$ cat config.mk
export PLATFORM = sky130hd
export DESIGN_NAME = pll_phase_shift_arbiter
export DESIGN_NICKNAME = d
export VERILOG_FILES = /design/src/rtl/pll_phase_shift_arbiter.sv
export SDC_FILE = /design/constraint.sdc
export NUM_CORES = 1
export LEC_CHECK = 0
export ABC_AREA = 1
export CAP_MARGIN = 30
export CORE_ASPECT_RATIO = 1.25
export CORE_UTILIZATION = 52
export DETAILED_ROUTE_END_ITERATION = 8
export PLACE_DENSITY = 0.87
export SLEW_MARGIN = 10
export SYNTH_ARGS = -nofsm -noshare
export SYNTH_HDL_FRONTEND = slang
export SYNTH_SLANG_ARGS = --single-unit
$ cat constraint.sdc
create_clock -name clk_312p5mhz -period 3.2 [get_ports clk_312p5mhz]
set_input_delay 0.32 -clock clk_312p5mhz [delete_from_list [all_inputs] [get_ports clk_312p5mhz]]
set_output_delay 0.32 -clock clk_312p5mhz [all_outputs]
set_load 0.005 [all_outputs]
$ cat src/rtl/pll_phase_shift_arbiter.sv
// rtl/pll_phase_shift_arbiter.sv - round-robin arbiter sharing one PLL fine-phase-shift port
// Issues one step at a time, tracks signed position, enforces range limit and done-timeout.
module pll_phase_shift_arbiter #(
  parameter int NUM_REQ    = 2,
  parameter int STEP_WIDTH = 8,
  parameter int POS_WIDTH  = 16,
  parameter int POS_LIMIT  = 1120,
  parameter int TIMEOUT    = 255,
  parameter int GAP_CYCLES = 2
) (
  input  logic                          clk_312p5mhz,
  input  logic                          rst_n,
  input  logic                          pll_lock,
  input  logic [NUM_REQ-1:0]            req_valid,
  input  logic [NUM_REQ-1:0]            req_inc,
  input  logic [NUM_REQ*STEP_WIDTH-1:0] req_steps,
  output logic [NUM_REQ-1:0]            req_ready,
  output logic [NUM_REQ-1:0]            cmd_done,
  output logic [NUM_REQ-1:0]            cmd_error,
  output logic                          phase_shift_en,
  output logic                          phase_shift_inc,
  input  logic                          phase_shift_done,
  output logic [POS_WIDTH-1:0]          position,
  output logic                          busy,
  output logic                          timeout_fault
);
  localparam int IDX_W    = (NUM_REQ > 1) ? $clog2(NUM_REQ) : 1;
  localparam int TMO_W    = $clog2(TIMEOUT + 1);
  localparam int GAP_W    = (GAP_CYCLES > 1) ? $clog2(GAP_CYCLES) : 1;
  localparam int GAP_LAST = (GAP_CYCLES > 0) ? GAP_CYCLES - 1 : 0;
  localparam logic signed [POS_WIDTH:0] LIM_HI = (POS_WIDTH+1)'(POS_LIMIT);
  localparam logic signed [POS_WIDTH:0] LIM_LO = -LIM_HI;

  typedef enum logic [2:0] {
    S_IDLE, S_CHECK, S_ISSUE, S_WAIT, S_GAP, S_COMPLETE
  } state_t;

  state_t                   r_state, w_next;
  logic [IDX_W-1:0]         r_gnt, r_last, w_gidx, w_cand;
  logic                     w_found, w_grant;
  logic                     r_inc;
  logic [STEP_WIDTH-1:0]    r_steps;
  logic                     r_err, w_err_next;
  logic [TMO_W-1:0]         r_tmo;
  logic [GAP_W-1:0]         r_gap;
  logic signed [POS_WIDTH-1:0] r_pos;
  logic                     r_fault;
  logic signed [POS_WIDTH:0] w_pos_ext, w_steps_ext, w_target;
  logic                     w_out_of_range, w_tmo_hit, w_gap_end;

  // Search starts just after the last granted requester and wraps.
  always_comb begin
    w_found = 1'b0;
    w_gidx  = '0;
    w_cand  = '0;
    for (int k = 1; k <= NUM_REQ; k++) begin
      w_cand = IDX_W'((int'(r_last) + k) % NUM_REQ);
      if (!w_found && req_valid[w_cand]) begin
        w_found = 1'b1;
        w_gidx  = w_cand;
      end
    end
  end

  assign w_grant = (r_state == S_IDLE) && w_found && pll_lock && !r_fault;

  assign w_pos_ext   = {r_pos[POS_WIDTH-1], r_pos};
  assign w_steps_ext = {{(POS_WIDTH+1-STEP_WIDTH){1'b0}}, r_steps};
  assign w_target    = r_inc ? (w_pos_ext + w_steps_ext) : (w_pos_ext - w_steps_ext);
  assign w_out_of_range = (w_target > LIM_HI) || (w_target < LIM_LO);
  assign w_tmo_hit   = (r_tmo == TMO_W'(TIMEOUT - 1));
  assign w_gap_end   = (r_gap == GAP_W'(GAP_LAST));

  always_comb begin
    w_next     = r_state;
    w_err_next = r_err;
    unique case (r_state)
      S_IDLE: begin
        if (w_grant) begin
          w_next     = S_CHECK;
          w_err_next = 1'b0;
        end
      end
      S_CHECK: begin
        if (r_steps == '0) begin
          w_next = S_COMPLETE;
        end else if (w_out_of_range) begin
          w_next     = S_COMPLETE;
          w_err_next = 1'b1;
        end else begin
          w_next = S_ISSUE;
        end
      end
      S_ISSUE: begin
        if (pll_lock) begin
          w_next = S_WAIT;
        end else begin
          w_next     = S_COMPLETE;
          w_err_next = 1'b1;
        end
      end
      S_WAIT: begin
        // A done arriving on the timeout cycle still counts as a completed step.
        if (phase_shift_done) begin
          if (r_steps == '0) begin
            w_next = S_COMPLETE;
          end else if (!pll_lock) begin
            w_next     = S_COMPLETE;
            w_err_next = 1'b1;
          end else if (GAP_CYCLES == 0) begin
            w_next = S_ISSUE;
          end else begin
            w_next = S_GAP;
          end
        end else if (w_tmo_hit) begin
          w_next     = S_COMPLETE;
          w_err_next = 1'b1;
        end
      end
      S_GAP: begin
        if (!pll_lock) begin
          w_next     = S_COMPLETE;
          w_err_next = 1'b1;
        end else if (w_gap_end) begin
          w_next = S_ISSUE;
        end
      end
      S_COMPLETE: w_next = S_IDLE;
      default:    w_next = S_IDLE;
    endcase
  end

  always_ff @(posedge clk_312p5mhz or negedge rst_n) begin
    if (!rst_n) begin
      r_state <= S_IDLE;
      r_err   <= 1'b0;
      r_gnt   <= '0;
      r_last  <= IDX_W'(NUM_REQ - 1);
      r_inc   <= 1'b0;
      r_steps <= '0;
      r_tmo   <= '0;
      r_gap   <= '0;
      r_pos   <= '0;
      r_fault <= 1'b0;
    end else begin
      r_state <= w_next;
      r_err   <= w_err_next;
      if (w_grant) begin
        r_gnt   <= w_gidx;
        r_inc   <= req_inc[w_gidx];
        r_steps <= req_steps[w_gidx*STEP_WIDTH +: STEP_WIDTH];
      end
      if (r_state == S_ISSUE && pll_lock) begin
        r_steps <= r_steps - 1'b1;
      end
      if (r_state == S_ISSUE) begin
        r_tmo <= '0;
      end else if (r_state == S_WAIT) begin
        r_tmo <= r_tmo + 1'b1;
      end
      if (r_state == S_GAP) begin
        r_gap <= r_gap + 1'b1;
      end else begin
        r_gap <= '0;
      end
      if (r_state == S_WAIT && phase_shift_done) begin
        r_pos <= r_inc ? (r_pos + POS_WIDTH'(1)) : (r_pos - POS_WIDTH'(1));
      end
      if (r_state == S_WAIT && !phase_shift_done && w_tmo_hit) begin
        r_fault <= 1'b1;
      end
      if (r_state == S_COMPLETE) begin
        r_last <= r_gnt;
      end
    end
  end

  assign req_ready       = w_grant ? (NUM_REQ'(1) << w_gidx) : '0;
  assign cmd_done        = (r_state == S_COMPLETE) ? (NUM_REQ'(1) << r_gnt) : '0;
  assign cmd_error       = (r_state == S_COMPLETE && r_err) ? (NUM_REQ'(1) << r_gnt) : '0;
  assign phase_shift_en  = (r_state == S_ISSUE) && pll_lock;
  assign phase_shift_inc = phase_shift_en & r_inc;
  assign position        = r_pos;
  assign busy            = (r_state != S_IDLE);
  assign timeout_fault   = r_fault;

endmodule

==> impl_metrics.env, run 1 <==
export IMPL_timing_reg2reg_worst_path_depth=26
export IMPL_achievable_frequency_mhz=298.7
export IMPL_core_rowCount=36
export IMPL_die_height_um=102.6
export IMPL_antenna_violating_nets_post_route=0
export IMPL_critPathSlowestCell="sky130_fd_sc_hd__ha_1"
export IMPL_synthXorXnorAreaFrac_pct=3.746
export IMPL_vias_in_the_first_global_route=4366
export IMPL_aggregate_routed_wire_length_mm=12.11
export IMPL_worst_slew_pin_slew_ns=0.4373
export IMPL_synth_cell_area_mm2=0.004209
export IMPL_synth_flop_cell="sky130_fd_sc_hd__dfrtp_1"
export IMPL_post_route_cells_drive_above_1_share_pct=15.47
export IMPL_final_setup_worst_slack_ns=-0.1484
export IMPL_synth_fa_ha_area_share_pct=11.36
export IMPL_cp_slowest_stage_delay_ns=0.44
export IMPL_synth_compound_gate_area_share_pct=14.48
export IMPL_fin_worst_skew_ns=0.008492
export IMPL_buffer_ports_inserted=49
export IMPL_cts_clk_slew_worst_paths_ns=0.08
export IMPL_grt_usage_pct=29.15
export IMPL_dominant_combinational_cell_family_by_area_after_synthesis="simple AND/OR/NAND/NOR gates"
export IMPL_grt_antenna_before_repair=0
export IMPL_clockRootBuffer="sky130_fd_sc_hd__clkbuf_8"
export IMPL_detail_route_wl_per_cell_um=14.55
export IMPL_worst_r2r_setup_slack_ns=-0.15
export IMPL_r2r_start="r_steps[0]"
export IMPL_ys_warnings_count=0
export IMPL_final_core_utilization_pct=67.85
export IMPL_yosys_area_share_simple_pct=37.04
export IMPL_synth_lib_cells_used_distinct=49
export IMPL_drv_cap=0
export IMPL_synth_async_reset_ratio_pct=100.0
export IMPL_worst_path_most_repeated_cell="sky130_fd_sc_hd__nand2_2"
export IMPL_relSlewSlack_pct=70.84
export IMPL_route_detailed_drc=0
export IMPL_cp_startpoint="r_steps[0]"
export IMPL_core_mm2=0.007838
export IMPL_drt_vias_per_instance=5.633
export IMPL_num_vias=4687
export IMPL_syn_num_nets=720
export IMPL_initial_core_util_pct=53.70
export IMPL_cts_sinks=41
export IMPL_synth_ff_latch_count=41
export IMPL_synth_avg_cell_area_um2=6.387
export IMPL_final_hold_viol_count=0
export IMPL_postSynthCellCount=659
export IMPL_layout_nets=797
export IMPL_finalSetupViolations=4
export IMPL_io_pins=50
export IMPL_drt_pre_antenna_iters=6
export IMPL_crit_fanout=6
export IMPL_place_hpwl_mm=9.109
export IMPL_n_antenna_cell=0
export IMPL_drt_iter0_markers=228
export IMPL_rsz0062_at_grt="true"
export IMPL_synth_seq_area_share_pct=24.41
export IMPL_cts_buffer_depth=2
export IMPL_area_grow_syn2layout_pct=26.34
export IMPL_floorplan_die_area_mm2=0.008461
export IMPL_grt_pass1_wl_mm=18.90
export IMPL_fin_crit_ns=3.348
export IMPL_number_of_synthesized_flops_with_an_enable_pin=0
export IMPL_hold_path_class="flip-flop to flip-flop"
export IMPL_critical_path_endpoint_type="flip-flop"
export IMPL_run_status="finished, violations left"
export IMPL_worstSetupEndpoint="r_state[2]"
export IMPL_maxSlewViolCount=0
export IMPL_grt_start_max_net_pins=42
export IMPL_number_of_buffers_created_by_cts=5
export IMPL_worst_endpoint_required_ns=3.39
export IMPL_worst_skew_pair_late_latency_ns=0.30
export IMPL_htree_num_levels=2
export IMPL_finalCritPeriodShare_pct=104.6
export IMPL_failing_checks="negative setup slack"
export IMPL_grt_overflow_total=0
export IMPL_setup_worst_path_start_class="flip-flop"
export IMPL_tritoncts_clock_tree="done"
export IMPL_arrival_ns=3.54
export IMPL_die_width_um=82.47
export IMPL_tns_ns=-0.5175
export IMPL_synth_mux_area_share_pct=0
export IMPL_routabilityCongestion=0.9276
export IMPL_criticalPathCategory="flip-flop to flip-flop"
export IMPL_r2r_end="r_state[2]"
[worst min path at each step]
stage          start           to  slack (ns)  depth (start not counted)
3_5_place_dp   r_gap        r_gap        0.41                          1
5_1_grt        r_gap        r_gap        0.46                          1
3_3_place_gp   r_gap        r_gap        0.42                          1
4_1_cts        rst_n     r_tmo[4]        0.19                          1
2_1_floorplan  rst_n  position[0]        0.02                          0
6_report       r_gap        r_gap        0.43                          1
[registers in the layout (all words and copies together) (netlist names)]
signal / cells
position: 16
r_err: 1
r_gap: 1
r_gnt: 1
r_inc: 1
r_last: 1
r_state: 3
r_steps: 8
r_tmo: 8
timeout_fault: 1
[synthesized netlist by cell type, types with 2 or more instances]
cell type	number	area share, %
sky130_fd_sc_hd__a21oi_2	2	0.42
sky130_fd_sc_hd__nand2_2	11	1.6
sky130_fd_sc_hd__xor2_1	12	2.5
sky130_fd_sc_hd__nand2_1	204	18
sky130_fd_sc_hd__o21ai_1	4	0.48
sky130_fd_sc_hd__nand3_1	50	5.9
sky130_fd_sc_hd__ha_1	35	10
sky130_fd_sc_hd__a31oi_1	3	0.45
sky130_fd_sc_hd__nor2_1	60	5.4
sky130_fd_sc_hd__inv_2	5	0.45
sky130_fd_sc_hd__xnor2_1	6	1.2
sky130_fd_sc_hd__and2_1	2	0.30
sky130_fd_sc_hd__clkinv_1	2	0.18
sky130_fd_sc_hd__a32oi_1	2	0.42
sky130_fd_sc_hd__nor2_4	3	0.80
sky130_fd_sc_hd__fa_1	2	0.95
sky130_fd_sc_hd__nand4_1	8	1.2
sky130_fd_sc_hd__o21bai_1	2	0.36
sky130_fd_sc_hd__nor3_1	6	0.71
sky130_fd_sc_hd__dfrtp_1	40	24
sky130_fd_sc_hd__inv_1	88	7.8
sky130_fd_sc_hd__a21oi_1	32	3.8
sky130_fd_sc_hd__nor3_2	3	0.71
sky130_fd_sc_hd__o22ai_1	4	0.59
sky130_fd_sc_hd__clkbuf_1	3	0.27
sky130_fd_sc_hd__a221oi_1	2	0.42
sky130_fd_sc_hd__o21ai_0	38	4.5
sky130_fd_sc_hd__nor2_2	5	0.74
sky130_fd_sc_hd__a22oi_1	2	0.36
sky130_fd_sc_hd__o211ai_1	4	0.71
[layout by cell type, fill, tap and decap left out, types with 5 or more instances in the layout]
cell and n:
sky130_fd_sc_hd__nand3_2 5, sky130_fd_sc_hd__nand3_1 44, sky130_fd_sc_hd__nor3_1 5, sky130_fd_sc_hd__nand2_2 29, sky130_fd_sc_hd__nor2_4 7, sky130_fd_sc_hd__o21ai_0 37
sky130_fd_sc_hd__nand4_1 8, sky130_fd_sc_hd__xnor2_1 6, sky130_fd_sc_hd__nor2_1 51, sky130_fd_sc_hd__ha_1 34, sky130_fd_sc_hd__buf_4 20, sky130_fd_sc_hd__inv_1 86
sky130_fd_sc_hd__nor2_2 10, sky130_fd_sc_hd__a21oi_1 28, sky130_fd_sc_hd__nand2_1 182, sky130_fd_sc_hd__clkbuf_8 6, sky130_fd_sc_hd__clkdlybuf4s50_1 48, sky130_fd_sc_hd__inv_2 6
sky130_fd_sc_hd__dfrtp_1 40, sky130_fd_sc_hd__xor2_1 12, sky130_fd_sc_hd__nand2_4 5
[routing by layer]
layer / vias to the layer above / part of all wire [%] / global-route usage (%)
met5: - / 0 / 0
met4: 0 / 5.4 / 19.03
met3: 50 / 4.7 / 3.805
met2: 176 / 51 / 52.38
met1: 2159 / 39 / 31.51
li1: 2302 / - / -
[stage by stage]
| stage | worst slack [ns] | instance area, µm² | std cells | hold WS (ns) |
|---|---|---|---|---|
| final | -0.1484 | 5318 | 832 | 0.4288 |
| after global routing | -0.3649 | 5318 | 832 | 0.4633 |
| after CTS | -0.1085 | 5119 | 829 | 0.1910 |
| after detailed placement | -0.3316 | 4910 | 814 | 0.4138 |
| after global placement | -0.1332 | 4910 | 814 | 0.4172 |
| after floorplan | 0.08989 | 4209 | 659 | 0.02441 |
[critical path, delay by kind of cell, from the launching register on]
family | cells | cell delay, ns
flip-flops | 1 | 0.40
AND/OR/NAND/NOR | 20 | 1.74
buffers and inverters | 4 | 0.44
adder cells (fa/ha/maj) | 2 | 0.63
[cell type report]
cell class / count / area [µm²]
Multi-Input combinational cell: 518 / 3014
Fill cell: 658 / 2520
Sequential cell: 41 / 1027
Timing Repair Buffer: 74 / 699.4
Inverter: 96 / 364.1
Tap cell: 95 / 118.9
Clock buffer: 7 / 86.33
Clock inverter: 1 / 7.507
[cells by family after synthesis]
logic type	count (synthesis)
compound gates	105
xor+xnor	18
fa+ha+maj	37
buf+inv	100
flops	41
simple gates	358
[timing repair]
action / 4_1_cts / 5_1_grt
hold buffers: 0 / 1
setup endpoints to repair: 4 / 4
endpoints found under the hold margin: 0 / 17
setup buffers: 7 / 1
pin swaps: 13 / 27
gates resized for setup: 18 / 46
Power of run 1 is not shown: default switching activity piles up to over one toggle a cycle in this logic, so the estimate is an artifact.
==> run 2, diff against run 1 <==
Settings changed: REMOVE_ABC_BUFFERS set to 1, SKIP_CTS_REPAIR_TIMING set to 1.
==> run 2 against run 1 <==
  * The flow still finishes with violations (negative setup slack)
  * Critical endpoint is now r_state[0]
  * Sequential share of layout area up 0.37 points
  * Highest routed layer unchanged
  * Count of clock-buffer cells in the layout down 1
  * Design area down 1.9%
  * Via count down 2.9%
  * Non-clock buffer count up 4
==> impl_metrics.env, run 2 (same netlist as run 1, synthesis figures left out) <==
export IMPL_run_status="finished, violations left"
export IMPL_failing_checks="negative setup slack"
export IMPL_place_hpwl_mm=9.111
export IMPL_register_area_mm2=0.001027
export IMPL_criticalPathCategory="flip-flop to flip-flop"
export IMPL_drt_vias_per_instance=5.441
export IMPL_cts_sinks=41
export IMPL_achievable_frequency_mhz=297.6
export IMPL_worst_slew_pin_slew_ns=0.5087
export IMPL_preCtsSetupSlack_ns=-0.1771
export IMPL_arrival_ns=3.57
export IMPL_drt_pre_antenna_iters=5
export IMPL_num_vias=4549
export IMPL_critical_path_endpoint_type="flip-flop"
export IMPL_grt_pass1_wl_mm=18.91
export IMPL_drt_iter0_markers=173
export IMPL_drv_cap=0
export IMPL_area_grow_syn2layout_pct=23.99
export IMPL_core_rowCount=36
export IMPL_relSlewSlack_pct=66.09
export IMPL_layout_nets=801
export IMPL_largest_register_ffs=16
export IMPL_worst_endpoint_required_ns=3.41
export IMPL_grt_start_max_net_pins=23
export IMPL_n_antenna_cell=0
export IMPL_htree_num_levels=2
export IMPL_grt_antenna_before_repair=0
export IMPL_crit_fanout=5
export IMPL_final_setup_worst_slack_ns=-0.1602
export IMPL_fin_crit_ns=3.360
export IMPL_maxSlewViolCount=0
export IMPL_most_common_layout_cells="sky130_fd_sc_hd__nand2_1, sky130_fd_sc_hd__inv_1, sky130_fd_sc_hd__nor2_1"
export IMPL_combined_area_of_the_multi_input_logic_cells_mm2=0.002863
export IMPL_io_pins=50
export IMPL_fin_worst_skew_ns=0.01183
export IMPL_die_height_um=102.6
export IMPL_cts_clk_slew_worst_paths_ns=0.09
export IMPL_worst_skew_pair_late_latency_ns=0.32
export IMPL_vias_in_the_first_global_route=4400
export IMPL_number_of_buffers_created_by_cts=5
export IMPL_grt_overflow_total=0
export IMPL_num_fill_cells=678
export IMPL_final_hold_viol_count=0
export IMPL_grt_usage_pct=29.26
export IMPL_routabilityCongestion=0.8993
export IMPL_core_mm2=0.007838
export IMPL_detail_route_wl_per_cell_um=13.83
export IMPL_hold_path_class="flip-flop to flip-flop"
export IMPL_floorplan_die_area_mm2=0.008461
export IMPL_finalSetupViolations=4
export IMPL_finalCritPeriodShare_pct=105.0
export IMPL_clockRootBuffer="sky130_fd_sc_hd__clkbuf_8"
export IMPL_worst_r2r_setup_slack_ns=-0.16
export IMPL_initial_core_util_pct=53.70
export IMPL_die_width_um=82.47
export IMPL_route_detailed_drc=0
export IMPL_setup_worst_path_start_class="flip-flop"
export IMPL_buffer_ports_inserted=49
export IMPL_layout_commonest_cell="sky130_fd_sc_hd__nand2_1"
export IMPL_aggregate_routed_wire_length_mm=11.57
export IMPL_rsz0062_at_grt="true"
export IMPL_post_route_cells_drive_above_1_share_pct=11.34
export IMPL_tritoncts_clock_tree="done"
export IMPL_antenna_violating_nets_post_route=0
export IMPL_cts_buffer_depth=2
==> run 2: final cells by class <==
| type | instances | share of cell area (%) |
|---|---|---|
| clock buffer | 6 | 1.582 |
| clock inverter | 2 | 0.7193 |
| inverter | 96 | 6.977 |
| multi-input combinational | 518 | 54.85 |
| sequential | 41 | 19.68 |
| tap | 95 | 2.278 |
| timing repair buffer | 78 | 13.91 |
==> run 2: final timing paths <==
path                                  from         end  cells after the start
worst max-delay path            r_steps[1]  r_state[0]                     26
worst min-delay path                 r_gap       r_gap                      1
worst max register to register  r_steps[1]  r_state[0]                     26
worst min register to register       r_gap       r_gap                      1
max in group asynchronous            rst_n      r_last                      3
min in group asynchronous            rst_n    r_tmo[5]                      2
==> run 2: worst max-delay path: stages (launching register included) <==
cell and delay, ns:
sky130_fd_sc_hd__dfrtp_1 0.39, sky130_fd_sc_hd__nor2_1 0.11, sky130_fd_sc_hd__nand2_1 0.09, sky130_fd_sc_hd__nor3_2 0.20, sky130_fd_sc_hd__inv_1 0.07, sky130_fd_sc_hd__nor2_1 0.09, sky130_fd_sc_hd__inv_1 0.07, sky130_fd_sc_hd__nor2_2 0.10
sky130_fd_sc_hd__ha_1 0.23, sky130_fd_sc_hd__nand2_1 0.06, sky130_fd_sc_hd__o21ai_1 0.09, sky130_fd_sc_hd__ha_1 0.40, sky130_fd_sc_hd__nand2_2 0.11, sky130_fd_sc_hd__nor2_2 0.12, sky130_fd_sc_hd__nand3_2 0.12, sky130_fd_sc_hd__nand2_4 0.10
sky130_fd_sc_hd__nand3_2 0.11, sky130_fd_sc_hd__nand3_1 0.12, sky130_fd_sc_hd__nand2_1 0.05, sky130_fd_sc_hd__nor2_1 0.13, sky130_fd_sc_hd__nand3_1 0.11, sky130_fd_sc_hd__nand2_2 0.09, sky130_fd_sc_hd__nand2_1 0.05, sky130_fd_sc_hd__nand2_1 0.07
sky130_fd_sc_hd__nand2_1 0.05, sky130_fd_sc_hd__nand2_1 0.06, sky130_fd_sc_hd__nand2_1 0.05
==> run 2: per-layer routing <==
layer  GRT usage [%]  share of wire [%]
met1           30.87                 41
met2           54.93                 52
met3           3.982                3.2
met4           15.65                3.7
met5               0                  0
==> run 2: per-stage QoR <==
| stage | utilization (%) | hold WS [ns] | setup TNS, ns | area [µm²] | std cells |
|---|---|---|---|---|---|
| floorplan | - | 0.02441 | 0 | 4193 | 655 |
| global placement | 63.22 | 0.4175 | -0.1908 | 4955 | 820 |
| detailed placement | 63.57 | 0.3293 | -0.4746 | 4982 | 821 |
| CTS | 65.10 | -0.02184 | -0.8488 | 5102 | 829 |
| global route | 66.59 | 0.4563 | -1.402 | 5219 | 836 |
| finish | 66.59 | 0.4314 | -0.4130 | 5219 | 836 |
Power of run 2 is left out for the same reason.
